`src/rtl/uart_pkg.sv`:
```
// Shared UART definitions: parity modes, receiver FSM encoding and baud divider helper.
package uart_pkg;

    localparam int PAR_NONE = 0;
    localparam int PAR_ODD  = 1;
    localparam int PAR_EVEN = 2;

    typedef enum logic [2:0] {
        ST_IDLE,
        ST_START,
        ST_DATA,
        ST_PARITY,
        ST_STOP,
        ST_WAIT_HIGH
    } uart_state_e;

    function automatic int calc_div(input int clk_freq, input int baud, input int oversample);
        return clk_freq / (baud * oversample);
    endfunction

endpackage

```
`src/rtl/uart_baud_tick.sv`:
```
// Oversampling tick generator: one-cycle tick every DIV clocks, phase reset by restart.
module uart_baud_tick #(
    parameter int DIV = 27
) (
    input  logic clk,
    input  logic rst,
    input  logic restart,
    output logic tick
);

    localparam int CW = (DIV > 1) ? $clog2(DIV) : 1;
    localparam logic [CW-1:0] LAST = CW'(DIV - 1);

    logic [CW-1:0] cnt_q, cnt_d;

    always_comb begin
        cnt_d = cnt_q + CW'(1);
        tick  = 1'b0;
        if (restart) begin
            cnt_d = '0;
        end else if (cnt_q == LAST) begin
            cnt_d = '0;
            tick  = 1'b1;
        end
    end

    always_ff @(posedge clk or posedge rst) begin
        if (rst) begin
            cnt_q <= '0;
        end else begin
            cnt_q <= cnt_d;
        end
    end

endmodule

```
`src/rtl/uart_rx_cfg.sv`:
```
// Configurable UART receiver with 3-sample majority vote and a one-entry valid/ready output;
// dout_valid rises 1 clk after the final stop mid-sample, a frame arriving while held is dropped.
module uart_rx_cfg
    import uart_pkg::*;
#(
    parameter int CLK_FREQ   = 50000000,
    parameter int BAUD       = 115200,
    parameter int OVERSAMPLE = 16,
    parameter int DATA_BITS  = 8,
    parameter int PARITY     = 0,
    parameter int STOP_BITS  = 1
) (
    input  logic                 clk,
    input  logic                 rst,
    input  logic                 rx_serial,
    output logic [DATA_BITS-1:0] dout,
    output logic                 dout_valid,
    input  logic                 dout_ready,
    output logic                 parity_err,
    output logic                 frame_err,
    output logic                 overrun,
    output logic                 break_det,
    output logic                 busy
);

    localparam int DIV = calc_div(CLK_FREQ, BAUD, OVERSAMPLE);
    localparam int TW  = $clog2(OVERSAMPLE);
    localparam int BW  = $clog2(DATA_BITS);

    localparam logic [TW-1:0] T_S0   = TW'(OVERSAMPLE / 2 - 1);
    localparam logic [TW-1:0] T_S1   = TW'(OVERSAMPLE / 2);
    localparam logic [TW-1:0] T_MID  = TW'(OVERSAMPLE / 2 + 1);
    localparam logic [TW-1:0] T_LAST = TW'(OVERSAMPLE - 1);

    uart_state_e          state_q, state_d;
    logic [1:0]           sync_q, sync_d;
    logic [TW-1:0]        tcnt_q, tcnt_d;
    logic [BW-1:0]        bcnt_q, bcnt_d;
    logic [1:0]           smp_q, smp_d;
    logic [DATA_BITS-1:0] shift_q, shift_d;
    logic                 par_q, par_d;
    logic                 stop_or_q, stop_or_d;
    logic                 ferr_acc_q, ferr_acc_d;
    logic [DATA_BITS-1:0] dout_q, dout_d;
    logic                 dout_valid_q, dout_valid_d;
    logic                 perr_q, perr_d;
    logic                 ferr_q, ferr_d;
    logic                 overrun_q, overrun_d;
    logic                 break_q, break_d;

    logic line, tick, restart, mid, maj, frame_done;
    logic data_xor, perr_calc, is_break;

    uart_baud_tick #(.DIV(DIV)) u_tick (
        .clk     (clk),
        .rst     (rst),
        .restart (restart),
        .tick    (tick)
    );

    assign sync_d = {sync_q[0], rx_serial};
    assign line   = sync_q[1];
    assign mid    = tick && (tcnt_q == T_MID);
    assign maj    = (smp_q[1] & smp_q[0]) | (smp_q[1] & line) | (smp_q[0] & line);

    // The tick counter free-runs modulo OVERSAMPLE from the start edge, so every
    // bit is sampled OVERSAMPLE ticks after the previous mid-sample.
    always_comb begin
        state_d    = state_q;
        tcnt_d     = tcnt_q;
        bcnt_d     = bcnt_q;
        smp_d      = smp_q;
        shift_d    = shift_q;
        par_d      = par_q;
        stop_or_d  = stop_or_q;
        ferr_acc_d = ferr_acc_q;
        restart    = 1'b0;
        frame_done = 1'b0;
        if (tick) begin
            tcnt_d = (tcnt_q == T_LAST) ? '0 : tcnt_q + TW'(1);
            if (tcnt_q == T_S0) smp_d[0] = line;
            if (tcnt_q == T_S1) smp_d[1] = line;
        end
        case (state_q)
            ST_IDLE: begin
                tcnt_d = '0;
                if (!line) begin
                    restart = 1'b1;
                    state_d = ST_START;
                end
            end
            ST_START: begin
                if (mid) begin
                    bcnt_d     = '0;
                    stop_or_d  = 1'b0;
                    ferr_acc_d = 1'b0;
                    state_d    = maj ? ST_IDLE : ST_DATA;
                end
            end
            ST_DATA: begin
                if (mid) begin
                    shift_d = {maj, shift_q[DATA_BITS-1:1]};
                    if (bcnt_q == BW'(DATA_BITS - 1)) begin
                        bcnt_d  = '0;
                        state_d = (PARITY != PAR_NONE) ? ST_PARITY : ST_STOP;
                    end else begin
                        bcnt_d = bcnt_q + BW'(1);
                    end
                end
            end
            ST_PARITY: begin
                if (mid) begin
                    par_d   = maj;
                    state_d = ST_STOP;
                end
            end
            ST_STOP: begin
                if (mid) begin
                    stop_or_d  = stop_or_q | maj;
                    ferr_acc_d = ferr_acc_q | ~maj;
                    if (bcnt_q == BW'(STOP_BITS - 1)) begin
                        frame_done = 1'b1;
                        state_d    = maj ? ST_IDLE : ST_WAIT_HIGH;
                    end else begin
                        bcnt_d = bcnt_q + BW'(1);
                    end
                end
            end
            ST_WAIT_HIGH: begin
                if (line) state_d = ST_IDLE;
            end
            default: state_d = ST_IDLE;
        endcase
    end

    assign data_xor  = (^shift_q) ^ par_q;
    assign perr_calc = (PARITY == PAR_EVEN) ? data_xor :
                       (PARITY == PAR_ODD)  ? ~data_xor : 1'b0;
    assign is_break  = (shift_q == '0) && ((PARITY == PAR_NONE) || !par_q) && !stop_or_d;

    always_comb begin
        dout_d       = dout_q;
        dout_valid_d = dout_valid_q;
        perr_d       = perr_q;
        ferr_d       = ferr_q;
        overrun_d    = 1'b0;
        break_d      = 1'b0;
        if (dout_valid_q && dout_ready) dout_valid_d = 1'b0;
        if (frame_done) begin
            if (is_break) begin
                break_d = 1'b1;
            end else if (!dout_valid_q || dout_ready) begin
                dout_d       = shift_q;
                perr_d       = perr_calc;
                ferr_d       = ferr_acc_d;
                dout_valid_d = 1'b1;
            end else begin
                overrun_d = 1'b1;
            end
        end
    end

    always_ff @(posedge clk or posedge rst) begin
        if (rst) begin
            state_q      <= ST_IDLE;
            sync_q       <= 2'b11;
            tcnt_q       <= '0;
            bcnt_q       <= '0;
            smp_q        <= 2'b11;
            shift_q      <= '1;
            par_q        <= 1'b0;
            stop_or_q    <= 1'b0;
            ferr_acc_q   <= 1'b0;
            dout_q       <= '0;
            dout_valid_q <= 1'b0;
            perr_q       <= 1'b0;
            ferr_q       <= 1'b0;
            overrun_q    <= 1'b0;
            break_q      <= 1'b0;
        end else begin
            state_q      <= state_d;
            sync_q       <= sync_d;
            tcnt_q       <= tcnt_d;
            bcnt_q       <= bcnt_d;
            smp_q        <= smp_d;
            shift_q      <= shift_d;
            par_q        <= par_d;
            stop_or_q    <= stop_or_d;
            ferr_acc_q   <= ferr_acc_d;
            dout_q       <= dout_d;
            dout_valid_q <= dout_valid_d;
            perr_q       <= perr_d;
            ferr_q       <= ferr_d;
            overrun_q    <= overrun_d;
            break_q      <= break_d;
        end
    end

    assign dout       = dout_q;
    assign dout_valid = dout_valid_q;
    assign parity_err = perr_q;
    assign frame_err  = ferr_q;
    assign overrun    = overrun_q;
    assign break_det  = break_q;
    assign busy       = (state_q != ST_IDLE);

endmodule

```
`config.mk`:
```
export PLATFORM = sky130hd
export DESIGN_NAME = uart_rx_cfg
export DESIGN_NICKNAME = d
export VERILOG_FILES = /design/src/rtl/uart_pkg.sv /design/src/rtl/uart_baud_tick.sv /design/src/rtl/uart_rx_cfg.sv
export SDC_FILE = /design/constraint.sdc
export NUM_CORES = 1
export LEC_CHECK = 0
export BUFFER_PORTS_ARGS = -buffer_cell sky130_fd_sc_hd__buf_2
export CORE_ASPECT_RATIO = 0.6
export CORE_UTILIZATION = 53
export CTS_CLUSTER_SIZE = 16
export DETAILED_ROUTE_END_ITERATION = 6
export PLACE_DENSITY = 0.75
export SYNTH_ARGS = -nofsm -noshare
export SYNTH_HDL_FRONTEND = slang
export SYNTH_SLANG_ARGS = --single-unit
```
`constraint.sdc`:
```
create_clock -name clk -period 1.96 [get_ports clk]
set_input_delay 0.196 -clock clk [delete_from_list [all_inputs] [get_ports clk]]
set_output_delay 0.196 -clock clk [all_outputs]
set_load 0.005 [all_outputs]
```
==> flow_summary.toml <==
[synth]
synth.avg_cell_area_um2 = 11.9
async_reset_ff_share_pct = 100
yosys_warnings = 0
ys_types = 53
ys_seq_area_share_pct = 50.2
yosys_register_bits = 41
synth_cells = 174
synth_edf_count = 0
synth_fp_nets = 186
synthFlopType = "dfrtp_1"
syn_area_um2 = 2070

[routing]
drt_iter0_markers = 122
post_drt_wl_per_cell_um = 15.6
drt-total-wl_mm = 3.97
ant_nets = 0
vias_per_cell = 5.72
firstDrtPassIters = 6
vias = 1453
drc = 0

[clock_network]
clk_pin_slew_worst_paths_ns = 0.08
cts.path.max_buffers = 2
cts_tree = "done"
cts_inserted_buffers = 5
clock_sinks = 41
cts-root-buf = "clkbuf_8"
cts_max_level = 2
clkLatencyLatePin_ns = 0.30

[min_path]
hold_path_class = "in -> async"

[global_route]
antenna_found_initial = 0
grt_pass1_wl_mm = 6.72
grt_usage_pct = 22.8
grt_max_degree = 42
first_global_vias = 1398
overflow = 0

[place]
place_ws_ns = -0.00296
dpl_cell_area_um2 = 2260
gp_congestion = 0.835
hpwl_mm = 2.86
io_buffers = 16

[floorplanning]
io_pins = 18
start_util_pct = 56.0
rows = 17
core_um2 = 3700
die_h_um = 50.4
dieArea_um2 = 4170
die_w_um = 82.7

[flow_run]
drv_cap = 0

[layout]
seq_area_um2 = 1040
final_nets = 218
final_area_um2 = 2390
drive_above_1_share_pct = 40.6
multiInputGateArea_um2 = 968
nFillCells = 297
layout_common_cells = "29 x dfrtp_1, 16 x buf_2, 14 x buf_4"
syn2layout_area_growth_pct = 15.3
finish.utilization_pct = 64.6
num_antenna_cells = 0
final_common_cell = "dfrtp_1"

[sta]
setup_viol = 0
slew_headroom_pct = 66.6
slew_viol_final = 0
rsz0062_at_grt = "false"
fin_ws_ns = 0.117
holdWs_ns = 0.00981
fin_crit_ns = 1.84
hold_viol = 0
finalCritPeriodShare_pct = 94.0
fin_tns_setup_ns = 0
fmax_ghz = 0.543
worst_slew_pin_slew_ns = 0.501
fin_worst_skew_ns = 0.00712

[critical_path]
crit_fanout = 4
cp.arrival_ns = 2.03
start_kind = "flop"
cp.required_ns = 2.15
critPathKind = "reg -> reg"
cp-end-kind = "flop"

[pwr]
power.density_nw_per_um2 = 589
ir_drop_mv = 0.554
p_leak_nw = 1.16

[status]
status = "completed"
path summary, 6_finish.rpt:
check | start | endpoint | slack [ns] | depth (start not counted)
max in group asynchronous | rst | sync_q[0] | 1.58 | 3
min reg2reg | sync_q[0] | sync_q[1] | 0.36 | 0
max reg2reg | u_tick.cnt_q[0] | bcnt_q[2] | 0.12 | 7
min in group clk | dout_ready | overrun | 0.24 | 3
min | rst | break_det | 0.01 | 3
max | u_tick.cnt_q[0] | bcnt_q[2] | 0.12 | 7
critical path, cell delays in order (launching register included):
cell and delay, ns:
dfrtp_1 0.42, inv_1 0.07, ha_1 0.15, nand4b_1 0.15
buf_4 0.19, nor2_2 0.16, o211a_1 0.25, mux2_2 0.35
Yosys cell counts, types with 2 or more instances:
| cell | number | area, µm² |
|---|---|---|
| xor2_1 | 3 | 26.3 |
| nand2_1 | 6 | 22.5 |
| nand3_1 | 4 | 20.0 |
| a311oi_1 | 2 | 17.5 |
| clkbuf_1 | 3 | 11.3 |
| mux2_4 | 8 | 120 |
| nor3_1 | 4 | 20.0 |
| nand2b_1 | 4 | 25.0 |
| nand4b_1 | 3 | 26.3 |
| nor4bb_1 | 2 | 20.0 |
| dfstp_2 | 12 | 315 |
| dfrtp_1 | 29 | 726 |
| buf_6 | 2 | 22.5 |
| nor4_1 | 2 | 12.5 |
| ha_1 | 8 | 100 |
| nor2_1 | 13 | 48.8 |
| o21ai_0 | 9 | 45.0 |
| inv_1 | 9 | 33.8 |
| mux2_2 | 13 | 146 |
| nand3b_1 | 2 | 15.0 |
| a31oi_1 | 2 | 12.5 |
| a21oi_1 | 3 | 15.0 |
metal layers:
| metal | share of wire (%) | track usage (%) | up-vias |
|---|---|---|---|
| li1 | - | - | 692 |
| met3 | 4.4 | 6.55 | 8 |
| met2 | 42 | 30.3 | 38 |
| met1 | 52 | 33.4 | 715 |
| met5 | 0 | 0 | - |
| met4 | 2.0 | 11.2 | 0 |
sequential cells by signal, summed over array words and instances (netlist names):
name,cells
tcnt_q,4
shift_q,8
ferr_acc_q,1
sync_q,2
smp_q,2
frame_err,1
break_det,1
u_tick.cnt_q,5
state_q,3
dout_valid,1
dout,8
stop_or_q,1
bcnt_q,3
overrun,1
power breakdown:
group	internal [mW]	leakage (nW)	switching (mW)
logic	0.00590	0.611	0.0175
clock network	0.247	0.0450	0.285
registers	0.850	0.504	0.00209
total	1.10	1.16	0.305
layout make-up:
| cell class | count | share of cell area, % |
|---|---|---|
| clock inverter | 2 | 0.419 |
| sequential | 41 | 43.5 |
| tap | 47 | 2.46 |
| timing repair buffer | 32 | 8.63 |
| inverter | 9 | 1.41 |
| multi-input combinational | 117 | 40.5 |
| clock buffer | 6 | 3.04 |
cell families after synthesis:
kind of cell	after synthesis	synth area share [%]
AO/OA/AOI/OAI	30	10.9
XOR/XNOR	4	1.69
adder cells (fa/ha/maj)	9	5.31
buffers and inverters	16	3.80
flip-flops	41	50.2
multiplexers	22	13.3
other	1	0.181
AND/OR/NAND/NOR	51	14.5
repair_timing:
action | in CTS | in global routing
endpoints found under the hold margin | 1 | 0
setup endpoints to repair | 5 | 8
setup buffers | 0 | 3
gates cloned | 0 | 0
hold buffers | 1 | 0
gates resized for setup | 1 | 4
pin swaps | 0 | 2
metrics by stage:
stage                     total power [mW]  std cells
final                                 1.41        254
after CTS                             1.43        251
after global placement               0.890        242
after detailed placement             0.891        242
after global routing                  1.47        254
after floorplan                      0.883        174
Power figures use the tool's default switching activity.
